[src/rtl/sar_adc_scanner.sv]
// SAR ADC scan controller: drives an external R2R DAC and analog mux, reads
// back a comparator through a 2-FF synchroniser, and returns left-justified
// 16-bit results tagged with their channel over a valid/ready handshake.
//
// state    | meaning
// ---------+-----------------------------------------------------------
// S_IDLE   | waiting for a start pulse or continuous tick
// S_MUX    | mux switched to next channel, DAC at 0, analog settling
// S_TRIAL  | current bit set on the DAC, waiting for DAC/comparator settle
// S_DECIDE | last settle cycle: keep or clear the current bit
// S_OUTPUT | result registered, waiting for the consumer to take it
module sar_adc_scanner #(
    parameter int WIDTH             = 8,
    parameter int NUM_CHANNELS      = 4,
    parameter int CLOCK_FREQ        = 100_000_000,
    parameter int SAMPLING_FREQ     = 2_000,
    parameter int SETTLE_CYCLES     = 16,
    parameter int MUX_SETTLE_CYCLES = 32,
    localparam int CW = (NUM_CHANNELS > 1) ? $clog2(NUM_CHANNELS) : 1
) (
    input  logic                    clk,
    input  logic                    reset,
    input  logic                    en,
    input  logic                    mode,
    input  logic                    start,
    input  logic [NUM_CHANNELS-1:0] channel_mask,
    input  logic                    comparator,
    output logic [CW-1:0]           mux_sel,
    output logic [WIDTH-1:0]        dac_out,
    output logic                    busy,
    output logic                    out_valid,
    input  logic                    out_ready,
    output logic [15:0]             data_out,
    output logic [CW-1:0]           data_channel,
    output logic                    overrun
);

    localparam int SAMPLE_PERIOD = CLOCK_FREQ / SAMPLING_FREQ;
    localparam int PW   = (SAMPLE_PERIOD > 1) ? $clog2(SAMPLE_PERIOD) : 1;
    localparam int TMAX = (MUX_SETTLE_CYCLES > SETTLE_CYCLES) ? MUX_SETTLE_CYCLES : SETTLE_CYCLES;
    localparam int TW   = (TMAX > 1) ? $clog2(TMAX) : 1;
    localparam int BW   = $clog2(WIDTH);

    if (SAMPLE_PERIOD <= 0) begin : g_bad_period
        $error("sar_adc_scanner: CLOCK_FREQ/SAMPLING_FREQ must be > 0");
    end

    typedef enum logic [2:0] {S_IDLE, S_MUX, S_TRIAL, S_DECIDE, S_OUTPUT} state_t;

    state_t                  r_state, w_next;
    logic                    r_cmp_meta, r_cmp_sync;
    logic [PW-1:0]           r_period;
    logic [TW-1:0]           r_timer;
    logic [BW-1:0]           r_bit;
    logic [NUM_CHANNELS-1:0] r_mask;
    logic [CW-1:0]           r_mux_sel;
    logic [WIDTH-1:0]        r_dac;
    logic                    r_out_valid;
    logic [15:0]             r_data;
    logic [CW-1:0]           r_data_ch;
    logic                    r_overrun;

    logic                    w_tick, w_trig, w_xfer;
    logic [NUM_CHANNELS-1:0] w_src, w_rest;
    logic [CW-1:0]           w_pick;
    logic [WIDTH-1:0]        w_code;

    // Trial hold is SETTLE-1 cycles in TRIAL plus the single DECIDE cycle.
    localparam logic [TW-1:0] MUX_LOAD    = TW'(MUX_SETTLE_CYCLES - 1);
    localparam logic [TW-1:0] SETTLE_LOAD = TW'(SETTLE_CYCLES - 2);

    assign w_tick = en && (r_period == '0);
    assign w_trig = (mode ? w_tick : start) && (channel_mask != '0);
    assign w_xfer = r_out_valid && out_ready;
    // In IDLE the first channel comes straight from the live mask being captured.
    assign w_src  = (r_state == S_IDLE) ? channel_mask : r_mask;

    // Lowest remaining channel and the mask left once it has been taken.
    always_comb begin
        w_pick = '0;
        for (int n = NUM_CHANNELS - 1; n >= 0; n--) begin
            if (w_src[n]) w_pick = CW'(n);
        end
        w_rest = w_src & ~(NUM_CHANNELS'(1) << w_pick);
    end

    // Trial code with the current bit resolved by the synced comparator.
    always_comb begin
        w_code = r_dac;
        if (!r_cmp_sync) w_code[r_bit] = 1'b0;
    end

    // Comparator synchroniser.
    always_ff @(posedge clk or negedge reset) begin
        if (!reset) begin
            r_cmp_meta <= 1'b0;
            r_cmp_sync <= 1'b0;
        end else begin
            r_cmp_meta <= comparator;
            r_cmp_sync <= r_cmp_meta;
        end
    end

    // Free-running continuous-mode period down-counter, held in reload while disabled.
    always_ff @(posedge clk or negedge reset) begin
        if (!reset)                r_period <= PW'(SAMPLE_PERIOD - 1);
        else if (!en)              r_period <= PW'(SAMPLE_PERIOD - 1);
        else if (r_period == '0)   r_period <= PW'(SAMPLE_PERIOD - 1);
        else                       r_period <= r_period - 1'b1;
    end

    // Sticky overrun: a continuous tick that finds a scan still in progress.
    always_ff @(posedge clk or negedge reset) begin
        if (!reset)                                      r_overrun <= 1'b0;
        else if (!en)                                    r_overrun <= 1'b0;
        else if (mode && w_tick && (r_state != S_IDLE))  r_overrun <= 1'b1;
    end

    // FSM state register.
    always_ff @(posedge clk or negedge reset) begin
        if (!reset) r_state <= S_IDLE;
        else        r_state <= w_next;
    end

    // FSM next-state logic; disable overrides everything.
    always_comb begin
        w_next = r_state;
        if (!en) begin
            w_next = S_IDLE;
        end else begin
            case (r_state)
                S_IDLE:   if (w_trig) w_next = S_MUX;
                S_MUX:    if (r_timer == '0) w_next = S_TRIAL;
                S_TRIAL:  if (r_timer == '0) w_next = S_DECIDE;
                S_DECIDE: w_next = (r_bit == '0) ? S_OUTPUT : S_TRIAL;
                S_OUTPUT: if (w_xfer) w_next = (r_mask != '0) ? S_MUX : S_IDLE;
                default:  w_next = S_IDLE;
            endcase
        end
    end

    // Datapath: mux select, settle timer, DAC code, result and handshake registers.
    always_ff @(posedge clk or negedge reset) begin
        if (!reset) begin
            r_timer     <= '0;
            r_bit       <= '0;
            r_mask      <= '0;
            r_mux_sel   <= '0;
            r_dac       <= '0;
            r_out_valid <= 1'b0;
            r_data      <= '0;
            r_data_ch   <= '0;
        end else if (!en) begin
            r_timer     <= '0;
            r_dac       <= '0;
            r_out_valid <= 1'b0;
        end else begin
            if (w_xfer) r_out_valid <= 1'b0;
            case (r_state)
                S_IDLE: begin
                    if (w_next == S_MUX) begin
                        r_mux_sel <= w_pick;
                        r_mask    <= w_rest;
                        r_timer   <= MUX_LOAD;
                        r_dac     <= '0;
                    end
                end
                S_MUX: begin
                    if (r_timer == '0) begin
                        r_timer <= SETTLE_LOAD;
                        r_bit   <= BW'(WIDTH - 1);
                        r_dac   <= {1'b1, {(WIDTH-1){1'b0}}};
                    end else begin
                        r_timer <= r_timer - 1'b1;
                    end
                end
                S_TRIAL: begin
                    if (r_timer != '0) r_timer <= r_timer - 1'b1;
                end
                S_DECIDE: begin
                    if (r_bit == '0) begin
                        r_dac       <= w_code;
                        r_out_valid <= 1'b1;
                        r_data      <= 16'(w_code) << (16 - WIDTH);
                        r_data_ch   <= r_mux_sel;
                    end else begin
                        r_dac   <= w_code | (WIDTH'(1) << (r_bit - 1'b1));
                        r_bit   <= r_bit - 1'b1;
                        r_timer <= SETTLE_LOAD;
                    end
                end
                S_OUTPUT: begin
                    if (w_xfer) begin
                        r_dac <= '0;
                        if (r_mask != '0) begin
                            r_mux_sel <= w_pick;
                            r_mask    <= w_rest;
                            r_timer   <= MUX_LOAD;
                        end
                    end
                end
                default: r_dac <= '0;
            endcase
        end
    end

    assign mux_sel      = r_mux_sel;
    assign dac_out      = r_dac;
    assign busy         = (r_state != S_IDLE);
    assign out_valid    = r_out_valid;
    assign data_out     = r_data;
    assign data_channel = r_data_ch;
    assign overrun      = r_overrun;

endmodule
[config.mk]
export PLATFORM = sky130hd
export DESIGN_NAME = sar_adc_scanner
export DESIGN_NICKNAME = d
export VERILOG_FILES = /design/src/rtl/sar_adc_scanner.sv
export SDC_FILE = /design/constraint.sdc
export NUM_CORES = 1
export LEC_CHECK = 0
export ABC_CLOCK_PERIOD_IN_PS = 5650
export CAP_MARGIN = 20
export CORE_MARGIN = 2
export CORE_UTILIZATION = 45
export DETAILED_ROUTE_END_ITERATION = 8
export GPL_TIMING_DRIVEN = 1
export HOLD_SLACK_MARGIN = 0.1
export PLACE_DENSITY = 0.79
export SETUP_SLACK_MARGIN = 0.2
export SYNTH_ARGS = -nofsm -noshare
export SYNTH_HDL_FRONTEND = slang
export SYNTH_SLANG_ARGS = --single-unit
[constraint.sdc]
create_clock -name clk -period 5.65 [get_ports clk]
set_input_delay 1.13 -clock clk [delete_from_list [all_inputs] [get_ports clk]]
set_output_delay 1.13 -clock clk [all_outputs]
set_load 0.02 [all_outputs]
==> out/qor.yml <==
maxCapViolations: 0
fmax_ghz: 0.2627
cts_tree: "done"
p_sw_mw: 0.4379
synthCells: 316
synth_cell_types: 60
r2r_slack_ns: 2.62
clkTransAtPathRegs_ns: 0.10
clk-insertion-delay-late_ns: 0.31
grt_pass1_vias: 2274
dieArea_mm2: 0.007444
status: "completed"
core_mm2: 0.006459
yosysSeqAreaShare_pct: 45.54
yosysTopAreaCell: "dfrtp_1"
post_drt_wl_per_cell_um: 14.63
cts_root_buf: "clkbuf_8"
die_x_um: 86.28
layout-drive-gt1-share_pct: 9.855
clock-sinks: 55
fin_skew_ns: 0.007115
setup_ws_ns: 1.843
place_area_mm2: 0.003396
arrival_ns: 2.68
synth_edf_count: 0
firstDrtPassIters: 4
peakVddDrop_mv: 0.1882
post-route-period-util_pct: 67.37
grt_setup_unrepaired: "false"
rr_endpoint: "mux_sel[1]$_DFFE_PN0P_"
hold_path.class: "register to register"
p_sw_share_pct: 37.12
vias: 2438
io_pins: 42
met1_usage_pct: 24.68
dp_slack_ns: 1.933
htreeDepth: 2
place.gp.congestion: 0.8910
grt_pass1_wl_um: 10790
met2_usage_pct: 28.96
nets: 364
synth_warnings: 0
period_needed_ns: 3.807
multiInputGateArea_mm2: 0.001534
worst_pin_slew_ns: 0.9802
design_area_mm2: 0.003512
r2r_start: "r_state[2]$_DFF_PN0_"
synth_area_leaders: "dfrtp_1 38%, dfstp_2 7.8%, nand2_1 4.2%, ha_1 3.7%, o21ai_0 3.3%"
die_h_um: 86.28
p_clk_share_pct: 22.5
yosys.area.top_type_share_pct: 37.78
worst-path-max-fanout: 15
num_rows: 29
postCtsSetupRepairBufs: 0
crit_start: "r_state[2]$_DFF_PN0_"
reg2reg_depth: 5
slew_viol_final: 0
power_leakage_nw: 1.423
slew_headroom_pct: 34.15
p_comb_share_pct: 33.6
antenna_found_initial: 0
drt_iter0_drc: 189
ff_latch_area_mm2: 0.001388
crit_required_ns: 4.52
grt_start_max_net_pins: 56
min-delay-start: "r_cmp_meta$_DFF_PN0_"
synth.most_common_cell: "dfrtp_1"
p_seq_share_pct: 43.9
synth_area_mm2: 0.003047
drcViolationCount: 0
cp-end-kind: "output port"
cts_inserted_buffers: 5
setup-tns-final_ns: 0
dp.final_hpwl_um: 4463
drt-vias-per-instance: 5.777
cts_hold_buf: 0
drtAntennaViolNets: 0
finalHoldViolCount: 0
grt_use_total_pct: 17.77
power_mw: 1.180
fillers: 585
ys_seq_elements: 55
numPortBuffers: 33
critPathLaunchType: "register"
dominantRegCellSynth: "dfrtp_1"
antenna_cells: 0
cts_max_path_buffers: 2
netlist_top_cells_count: "46 x dfrtp_1, 34 x nand2_1, 25 x nor2_1"
p_int_mw: 0.7418
setup_violations: 0
syn_to_final_growth_pct: 15.28
synthArstFlopShare_pct: 100.0
syn_avg_cell_area_um2: 9.641
grt_remaining_overflow: 0
top_usage_layer: "met2"
grtUsageMet3_pct: 3.143
start_util_pct: 47.17
wl_um: 6173
cts-resized-gates: 0
path_class: "register to output port"
power_density_mw_per_mm2: 335.9
crit_end: "busy"
routing by layer:
| layer | part of all wire, % | vias up |
|---|---|---|
| met2 | 49 | 69 |
| met3 | 4.3 | 4 |
| met4 | 0.73 | 0 |
| li1 | - | 1184 |
| met5 | 0 | - |
| met1 | 46 | 1181 |
power groups by stage:
stage	Sequential (mW)	Combinational (mW)	Clock, mW
4_1_cts	0.515	0.396	0.275
2_1_floorplan	0.501	0.311	0
3_5_place_dp	0.521	0.392	0
3_3_place_gp	0.520	0.385	0
5_1_grt	0.527	0.452	0.290
6_report	0.518	0.397	0.266
per-stage QoR:
step	cells	hold WS [ns]	utilization, %
after floorplan	323	0.3312	-
after global placement	414	0.3317	52.58
after detailed placement	414	0.3355	52.58
after CTS	422	0.3597	54.38
after global routing	422	0.3628	54.38
final	422	0.3571	54.38
sequential cells by signal (all words and copies together) (netlist names):
register / flops
r_mask: 4
data_channel: 2
r_period: 16
r_state: 3
r_timer: 5
overrun: 1
r_cmp_sync: 1
r_bit: 3
r_cmp_meta: 1
data_out: 8
dac_out: 8
mux_sel: 2
out_valid: 1
layout make-up:
cell class | instances | area share (%)
Multi-Input combinational cell | 236 | 43.68
Clock buffer | 5 | 1.959
Inverter | 12 | 1.283
Sequential cell | 55 | 39.51
Timing Repair Buffer | 34 | 9.476
Clock inverter | 3 | 1.354
Tap cell | 77 | 2.743
placed cells by master, fill, tap and decap left out, types with 3 or more instances in the layout:
master and count:
nor2_1 25, nand2_1 34, a21oi_1 16, nand4_1 6, o21ai_1 3, dfrtp_1 46, ha_1 9, nand3_1 9
o211ai_1 3, a31o_1 8, dfstp_2 9, nor2b_1 5, nor3_1 5, inv_1 12, nor4_1 5, clkdlybuf4s50_1 32
nand3b_1 6, or3_1 6, xnor2_1 8, clkbuf_8 5, o21ai_0 20, conb_1 8, o2111a_1 3, o31ai_1 5
o2bb2ai_1 4, mux2_2 4
worst min-delay path by stage:
stage                                end  cells after the start  slack [ns]
finish              r_cmp_sync$_DFF_PN0_                      0        0.36
global route        r_cmp_sync$_DFF_PN0_                      0        0.36
CTS                 r_cmp_sync$_DFF_PN0_                      0        0.36
detailed placement  r_cmp_sync$_DFF_PN0_                      0        0.34
global placement    r_cmp_sync$_DFF_PN0_                      0        0.33
floorplan           r_cmp_sync$_DFF_PN0_                      0        0.33
worst max-delay path: stages, from the launching register on:
cell	delay, ns
dfrtp_1	0.54
nor3_1	0.86
inv_1	0.33
clkdlybuf4s50_1	0.64
kinds of logic (layout without fill, tap and decap cells):
family          Yosys count  after routing  synth area share [%]
other cells               1              8                0.1231
simple gates            122            122                 22.30
flops                    55             55                 45.54
buf+inv                  32             54                 4.969
mux                       7              7                 2.546
fa+ha+maj                 9              9                 3.696
xor+xnor                 10             10                 2.875
compound gates           80             80                 17.95
(Power assumes the default switching activity.)
